`config.mk`:
```
export PLATFORM = sky130hd
export DESIGN_NAME = fetch_stage
export DESIGN_NICKNAME = d
export VERILOG_FILES = /design/src/rtl/fetch_stage.sv
export SDC_FILE = /design/constraint.sdc
export NUM_CORES = 1
export LEC_CHECK = 0
export ABC_AREA = 1
export BUFFER_PORTS_ARGS = -buffer_cell sky130_fd_sc_hd__buf_2
export CORE_AREA = 3 3 101 103
export DETAILED_ROUTE_END_ITERATION = 8
export DIE_AREA = 0 0 104 106
export SLEW_MARGIN = 40
export SYNTH_ARGS = -nofsm -noshare
export SYNTH_HDL_FRONTEND = slang
export SYNTH_SLANG_ARGS = --single-unit
```
`constraint.sdc`:
```
create_clock -name clk -period 4 [get_ports clk]
set_input_delay 0.2 -clock clk [delete_from_list [all_inputs] [get_ports clk]]
set_output_delay 0.2 -clock clk [all_outputs]
set_load 0.1 [all_outputs]
```
`src/rtl/fetch_stage.sv`:
```
// Instruction-fetch stage: owns the PC, drives a stalling instruction memory,
// and hands instructions (or NOP bubbles) to the IF/ID register.
module fetch_stage #(
  parameter logic [15:0] RESET_PC  = 16'h0000,
  parameter logic [15:0] NOP_INSTR = 16'h0800
) (
  input  logic        clk,
  input  logic        rst,
  input  logic        stall,
  input  logic        redirect,
  input  logic [15:0] redirect_pc,
  output logic        imem_rd,
  output logic [15:0] imem_addr,
  input  logic [15:0] imem_rdata,
  input  logic        imem_done,
  output logic [15:0] instr_f,
  output logic [15:0] pc_f,
  output logic        fetch_valid,
  output logic        halted,
  output logic        err
);

  localparam int unsigned W = 16;
  localparam logic [W-1:0] PC_STEP = W'(2);

  typedef enum logic [1:0] {
    FETCH = 2'd0,
    WAIT  = 2'd1,
    HOLD  = 2'd2,
    HALT  = 2'd3
  } state_t;

  state_t       state, state_n;
  logic [W-1:0] pc, pc_n;
  logic [W-1:0] buffer, buffer_n;
  logic         pend, pend_n;
  logic [W-1:0] target, target_n;

  logic         accept;
  logic         is_halt;

  // State and datapath registers; halted mirrors the registered state.
  always_ff @(posedge clk) begin
    if (rst) begin
      state  <= FETCH;
      pc     <= RESET_PC;
      buffer <= NOP_INSTR;
      pend   <= 1'b0;
      target <= RESET_PC;
      err    <= 1'b0;
      halted <= 1'b0;
    end else begin
      state  <= state_n;
      pc     <= pc_n;
      buffer <= buffer_n;
      pend   <= pend_n;
      target <= target_n;
      err    <= err | (redirect & redirect_pc[0]);
      halted <= (state_n == HALT);
    end
  end

  // Next-state and datapath update; redirect outranks everything else.
  always_comb begin
    state_n  = state;
    pc_n     = pc;
    buffer_n = buffer;
    pend_n   = pend;
    target_n = target;

    unique case (state)
      FETCH, WAIT: begin
        if (redirect) begin
          if (imem_done) begin
            pc_n     = redirect_pc;
            pend_n   = 1'b0;
            buffer_n = NOP_INSTR;
            state_n  = FETCH;
          end else begin
            pend_n   = 1'b1;
            target_n = redirect_pc;
            state_n  = WAIT;
          end
        end else if (!imem_done) begin
          state_n = WAIT;
        end else if ((state == WAIT) && pend) begin
          // Data from the abandoned path is dropped.
          pc_n    = target;
          pend_n  = 1'b0;
          state_n = FETCH;
        end else if (stall) begin
          buffer_n = imem_rdata;
          state_n  = HOLD;
        end else if (is_halt) begin
          state_n = HALT;
        end else begin
          pc_n    = pc + PC_STEP;
          state_n = FETCH;
        end
      end
      HOLD: begin
        if (redirect) begin
          pc_n     = redirect_pc;
          buffer_n = NOP_INSTR;
          state_n  = FETCH;
        end else if (accept) begin
          state_n = is_halt ? HALT : FETCH;
          if (!is_halt) pc_n = pc + PC_STEP;
        end
      end
      HALT: begin
        if (redirect) begin
          pc_n    = redirect_pc;
          state_n = FETCH;
        end
      end
      default: state_n = FETCH;
    endcase
  end

  // Memory request and delivery to IF/ID; a hit is forwarded in the same cycle.
  always_comb begin
    imem_rd     = 1'b0;
    instr_f     = NOP_INSTR;
    fetch_valid = 1'b0;

    unique case (state)
      FETCH: begin
        imem_rd = 1'b1;
        if (imem_done && !redirect) begin
          instr_f     = imem_rdata;
          fetch_valid = 1'b1;
        end
      end
      WAIT: begin
        imem_rd = 1'b1;
        if (imem_done && !redirect && !pend) begin
          instr_f     = imem_rdata;
          fetch_valid = 1'b1;
        end
      end
      HOLD: begin
        if (!redirect) begin
          instr_f     = buffer;
          fetch_valid = 1'b1;
        end
      end
      default: ;
    endcase
  end

  assign accept    = fetch_valid & ~stall;
  assign is_halt   = (instr_f[15:11] == 5'b00000);
  assign imem_addr = pc;
  assign pc_f      = pc + PC_STEP;

endmodule

```
==> results of run 1 <==
[metal layers]
layer  wire (um)  GRT usage (%)  up-vias
met5           0              0        -
met4         157           5.32        0
met3         613           3.83       16
met2        5620           37.9      122
met1        5460           27.5     2006
li1            -              -     2200
[where the power goes]
part           internal, W  switching, W
Combinational     0.000134      0.000539
Sequential        0.000571     0.0000389
Clock             0.000129      0.000212
Total             0.000833      0.000790
[cells in the final DEF, fill, tap and decap left out, drive strengths merged, types with 15 or more instances in the layout]
cell,netlist,final
nand4,18,18
dfxtp,53,53
o21ai,58,58
inv,73,74
nor2,40,40
nand3,46,46
nand2,219,219
buf,12,93
a21oi,61,61
a31oi,15,15
[cell type report]
type	instances	area (um2)	share of cell area, %
multi-input combinational	476	2230	51.9
clock inverter	3	26.3	0.610
timing repair buffer	93	478	11.1
inverter	74	278	6.45
clock buffer	5	68.8	1.60
tap	129	161	3.75
sequential	53	1060	24.6
[cells by family after synthesis]
kind of cell | share of synthesized area (%)
buf+inv | 11.7
xor+xnor | 1.65
fa+ha+maj | 0.336
simple gates | 38.4
compound gates | 19.4
flops | 28.5
[worst paths after layout]
path	slack [ps]	start	endpoint
max	1070	state[1]	imem_addr[1]
min	140	redirect_pc[14]	target[14]
max reg2reg	1070	state[1]	imem_addr[1]
min reg2reg	460	target[6]	target[6]
[state kept, by name (all words and copies together), names as in the netlist]
| register | count |
|---|---|
| state | 2 |
| imem_addr | 16 |
| buffer | 16 |
| target | 16 |
| pend | 1 |
| halted | 1 |
| err | 1 |
[metrics by stage]
stage               area (um2)  util, %  hold WS [ps]  setup slack (ps)  power, W
CTS                       4310     46.4           134              1130   0.00163
global placement          4210     45.4           442              1230   0.00129
finish                    4310     46.4           140              1070   0.00162
global route              4310     46.4           139               765   0.00172
floorplan                 3720        -           349              5.51   0.00116
detailed placement        4210     45.4           450              1150   0.00129
[worst register-to-register path, delay by kind of cell, from the launching register on]
kind                   cells  cell delay (ps)
and+or+nand+nor           14             1810
DFF                        1              690
buffers and inverters      1              330
==> metrics.txt, run 1 <==
status=finished clean; hold path depth=3; crit share post-route=between 70% and 80%; startpoint types=register; CP arrival=3150 ps; Crit path depth=15; Starting Density=40.1%; Post-synth top cells=nand2_1 (205), inv_1 (69), a21oi_1 (60); via-per-instance ratio=about 5.2; Layout fillers=~1100; synth unique cells=29; Synth Area per Inst=5.84 um2; initial antenna violation count=0; GPL Wtd Cong=roughly 0.90; Crit. End Element=register; antenna viol nets, final=0; CP max stage cell=dfxtp_1; CP peak stage delay=approximately 690 ps; placed cell count=between 800 and 900; dpl hpwl=approximately 8400 um; Buf+Inv Stages, Crit Path=1; Congestion Overflow GR=0; Synth area leader=dfxtp_1; Leak=~2.3 nW; RSZ-0062 raised after global routing=false; Synth top area share=28.5%; PD cells=approximately 380 nW/um2; Mapped Cells=about 640; worst endpoint required time=4220 ps; Setup Viol. Count Final=0; non-filler cells, final=roughly 830; Hold Vio Cnt, Final=0; Setup CP Type=register to register; Seq/Total Area, Yosys=28.5%; clock buffer count from CTS=5; post-CTS sizing=0; average wire per standard cell=~14 um; post-synthesis cell area=around 3700 um2; vias=about 4300; TNS Setup=0 ps; final WL=about 12000 um; skew final=around 11 ps; post-layout minimum cycle time=2930 ps; antenna diode count=0; Max rail drop VDD=137 uV; vias in the first global route=4184; Layout area overhead=15.7%; initial drt markers=163; clock root cell=clkbuf_8; most frequent cell after synthesis=nand2_1; Ports=89; Rel. slew slack=a little under half; post-CTS setup buffers=0; Worst R2R Path Depth=15; total track usage=between 20% and 30%; IO buf count=88; Crit path top cell by count=nand2_1; Worst-path clk slew=120 ps; Post-Syn Nets=676; max-slew violation count=0; Chip Height=106 um; Slew @ Worst Pin=797 ps; Max Freq=about 340 MHz; ys flop type=dfxtp_1; max-cap violations=0; Yosys reg bits=53; DIE WIDTH=between 100 and 150 um; hold_buf cts=0; clock latency on the worst-skew pair=320 ps; Crit path max-delay family=simple AND/OR/NAND/NOR gates; Post-synth ARST share=0%; TritonRoute pass-1 iters=5; CTS sink count=53; htree depth=2; Final nets=741; layout cells sized above 1=approximately 18%; row count=35; first-pass GRT wire length=~20000 um; crit-path max FO=18; YS warnings=0; Longest Clk Path Bufs=2; Core Region=around 9300 um2; largest net degree at the start of global routing=37; drt drc=0; top cells by area, synth=dfxtp_1 (28%), nand2_1 (21%), a21oi_1 (8.1%); die area=around 11000 um2; TritonCTS clock tree=built; crit-path cells=inv_2, nand2_2, nor2_1, nand3_1, nand2_1, nor2_4, nand3_4, nand2_1, nand2_1, nand2_1, nand2_1, nand2_1, nand2_1, nor2_1, nor2_1; number of flops mapped to enable cells by yosys=0; Worst Hold Class=primary input to register
Power figures use the tool's default switching activity.
==> run 2: changes to the inputs <==
clock period = 2.7 ns   (was 4 ns; I/O delays follow)
==> metrics.txt, run 2 (synthesis results as in run 1) <==
status=finished clean (unchanged); clock root cell=clkbuf_8 (unchanged); Worst-path clk slew=100 ps (was 120 ps); Max rail drop VDD=217 uV (was 137 uV); antenna diode count=0 (unchanged); clock latency on the worst-skew pair=310 ps (was 320 ps); Max Freq=between 400 and 500 MHz; die area=11000 um2 (unchanged); Setup Viol. Count Final=0 (unchanged); Longest Clk Path Bufs=2 (unchanged); Worst Setup Slack, final=263 ps (was 1070 ps); Crit. End Element=output port (was register); crit share post-route=between 90% and 100%; post-layout minimum cycle time=2440 ps; Hold Vio Cnt, Final=0 (unchanged); startpoint types=register (unchanged); PD cells=565 nW/um2 (was 377 nW/um2); most common cell after layout, fill and taps aside=nand2_1 (unchanged); CTS sink count=53 (unchanged); TritonRoute pass-1 iters=5 (unchanged); first-pass GRT wire length=19800 um (was 19900 um); Final nets=748 (was 741); Placement Setup Slack=312 ps (was 1150 ps); Starting Density=40.1% (unchanged); placed cell count=832 (was 825); non-filler cells, final=840 (was 833); drt drc=0 (unchanged); crit-path max FO=6 (was 18); layout cells sized above 1=19.3% (was 18.2%); DIE WIDTH=104 um (unchanged); worst endpoint required time=2570 ps (was 4220 ps); Layout area overhead=18.8% (was 15.7%); average wire per standard cell=14.0 um (was 14.2 um); via-per-instance ratio=5.18 (was 5.21); clock buffer count from CTS=5 (unchanged); initial drt markers=339 (was 163); antenna viol nets, final=0 (unchanged); Worst Hold Class=primary input to register (unchanged); Rel. slew slack=47.8% (was 46.8%); TritonCTS clock tree=built (unchanged); CP arrival=2300 ps (was 3150 ps); row count=35 (unchanged); Chip Height=106 um (unchanged); skew final=10.8 ps (was 11.5 ps); htree depth=2 (unchanged); max-cap violations=0 (unchanged); Congestion Overflow GR=0 (unchanged); most frequent cells in the layout=nand2_1 (205), buf_2 (87), inv_1 (69) (was nand2_1 (205), buf_2 (88), inv_1 (68)); dpl hpwl=8250 um (was 8370 um); Layout fillers=1017 (was 1053); RSZ-0062 raised after global routing=false (unchanged); initial antenna violation count=0 (unchanged); GPL Wtd Cong=0.874 (was 0.896); Core Region=9280 um2 (unchanged); IO buf count=88 (unchanged); Ports=89 (unchanged); total track usage=21.5% (was 21.6%); vias in the first global route=4149 (was 4184); Leak=2.33 nW (was 2.28 nW); largest net degree at the start of global routing=30 (was 37); max-slew violation count=0 (unchanged); Setup CP Type=register to output port (was register to register); Slew @ Worst Pin=782 ps (was 797 ps); vias=4347 (was 4344); final WL=11800 um (about the same)
[run 2: area by class of cell]
class | instances | area, um2 | area share [%]
clock buffers | 7 | 86.3 | 1.95
clock inverters | 1 | 30.0 | 0.679
inverters | 74 | 278 | 6.28
multi-input cells | 476 | 2260 | 51.1
flip-flops and latches | 53 | 1060 | 24.0
well taps | 129 | 161 | 3.65
repair buffers | 100 | 546 | 12.3
[run 2: critical path: stages, from the launching register on]
cell and delay [ps]:
dfxtp_2 400, ha_1 230, nand2_1 110, nor2_2 240, nand2_1 140, nor2_1 380, xor2_4 180, buf_4 310
[run 2: metrics by stage]
stage / cell area [um2] / utilization, % / TNS (ps) / hold slack (ps) / total power, W
after floorplan: 3750 / - / -6990 / 284 / 0.00173
after global placement: 4300 / 46.4 / 0 / 420 / 0.00192
after detailed placement: 4300 / 46.4 / 0 / 417 / 0.00193
after CTS: 4420 / 47.6 / 0 / 81.4 / 0.00251
after global routing: 4430 / 47.7 / 0 / 91.8 / 0.00263
final: 4430 / 47.7 / 0 / 88.2 / 0.00250
[run 2: worst paths after layout]
kind                   start      endpoint  slack [ps]  depth (start not counted)
max             imem_addr[1]      pc_f[11]         260                          7
min          redirect_pc[12]    target[12]          90                          3
max reg2reg         state[1]  imem_addr[1]         390                         14
min reg2reg        target[4]     target[4]         460                          2
[run 2: power by group]
| part | switching, W | total (W) | internal (W) |
|---|---|---|---|
| Sequential | 0.0000534 | 0.000900 | 0.000846 |
| Clock | 0.000277 | 0.000581 | 0.000303 |
| Combinational | 0.000807 | 0.00102 | 0.000211 |
| Total | 0.00114 | 0.00250 | 0.00136 |
[run 2: repair_timing]
action / CTS / global route
resized for setup: 1 / 1
endpoints found under the setup margin: 1 / 2
setup buffers: 0 / 0
hold buffers: 0 / 0
[run 2: metal layers]
| metal | track usage (%) | share of wire [%] | vias to the layer above |
|---|---|---|---|
| li1 | - | - | 2212 |
| met1 | 27.9 | 46 | 1974 |
| met2 | 36.3 | 46 | 146 |
| met3 | 4.25 | 7.4 | 15 |
| met4 | 6.08 | 1.5 | 0 |
| met5 | 0 | 0 | - |
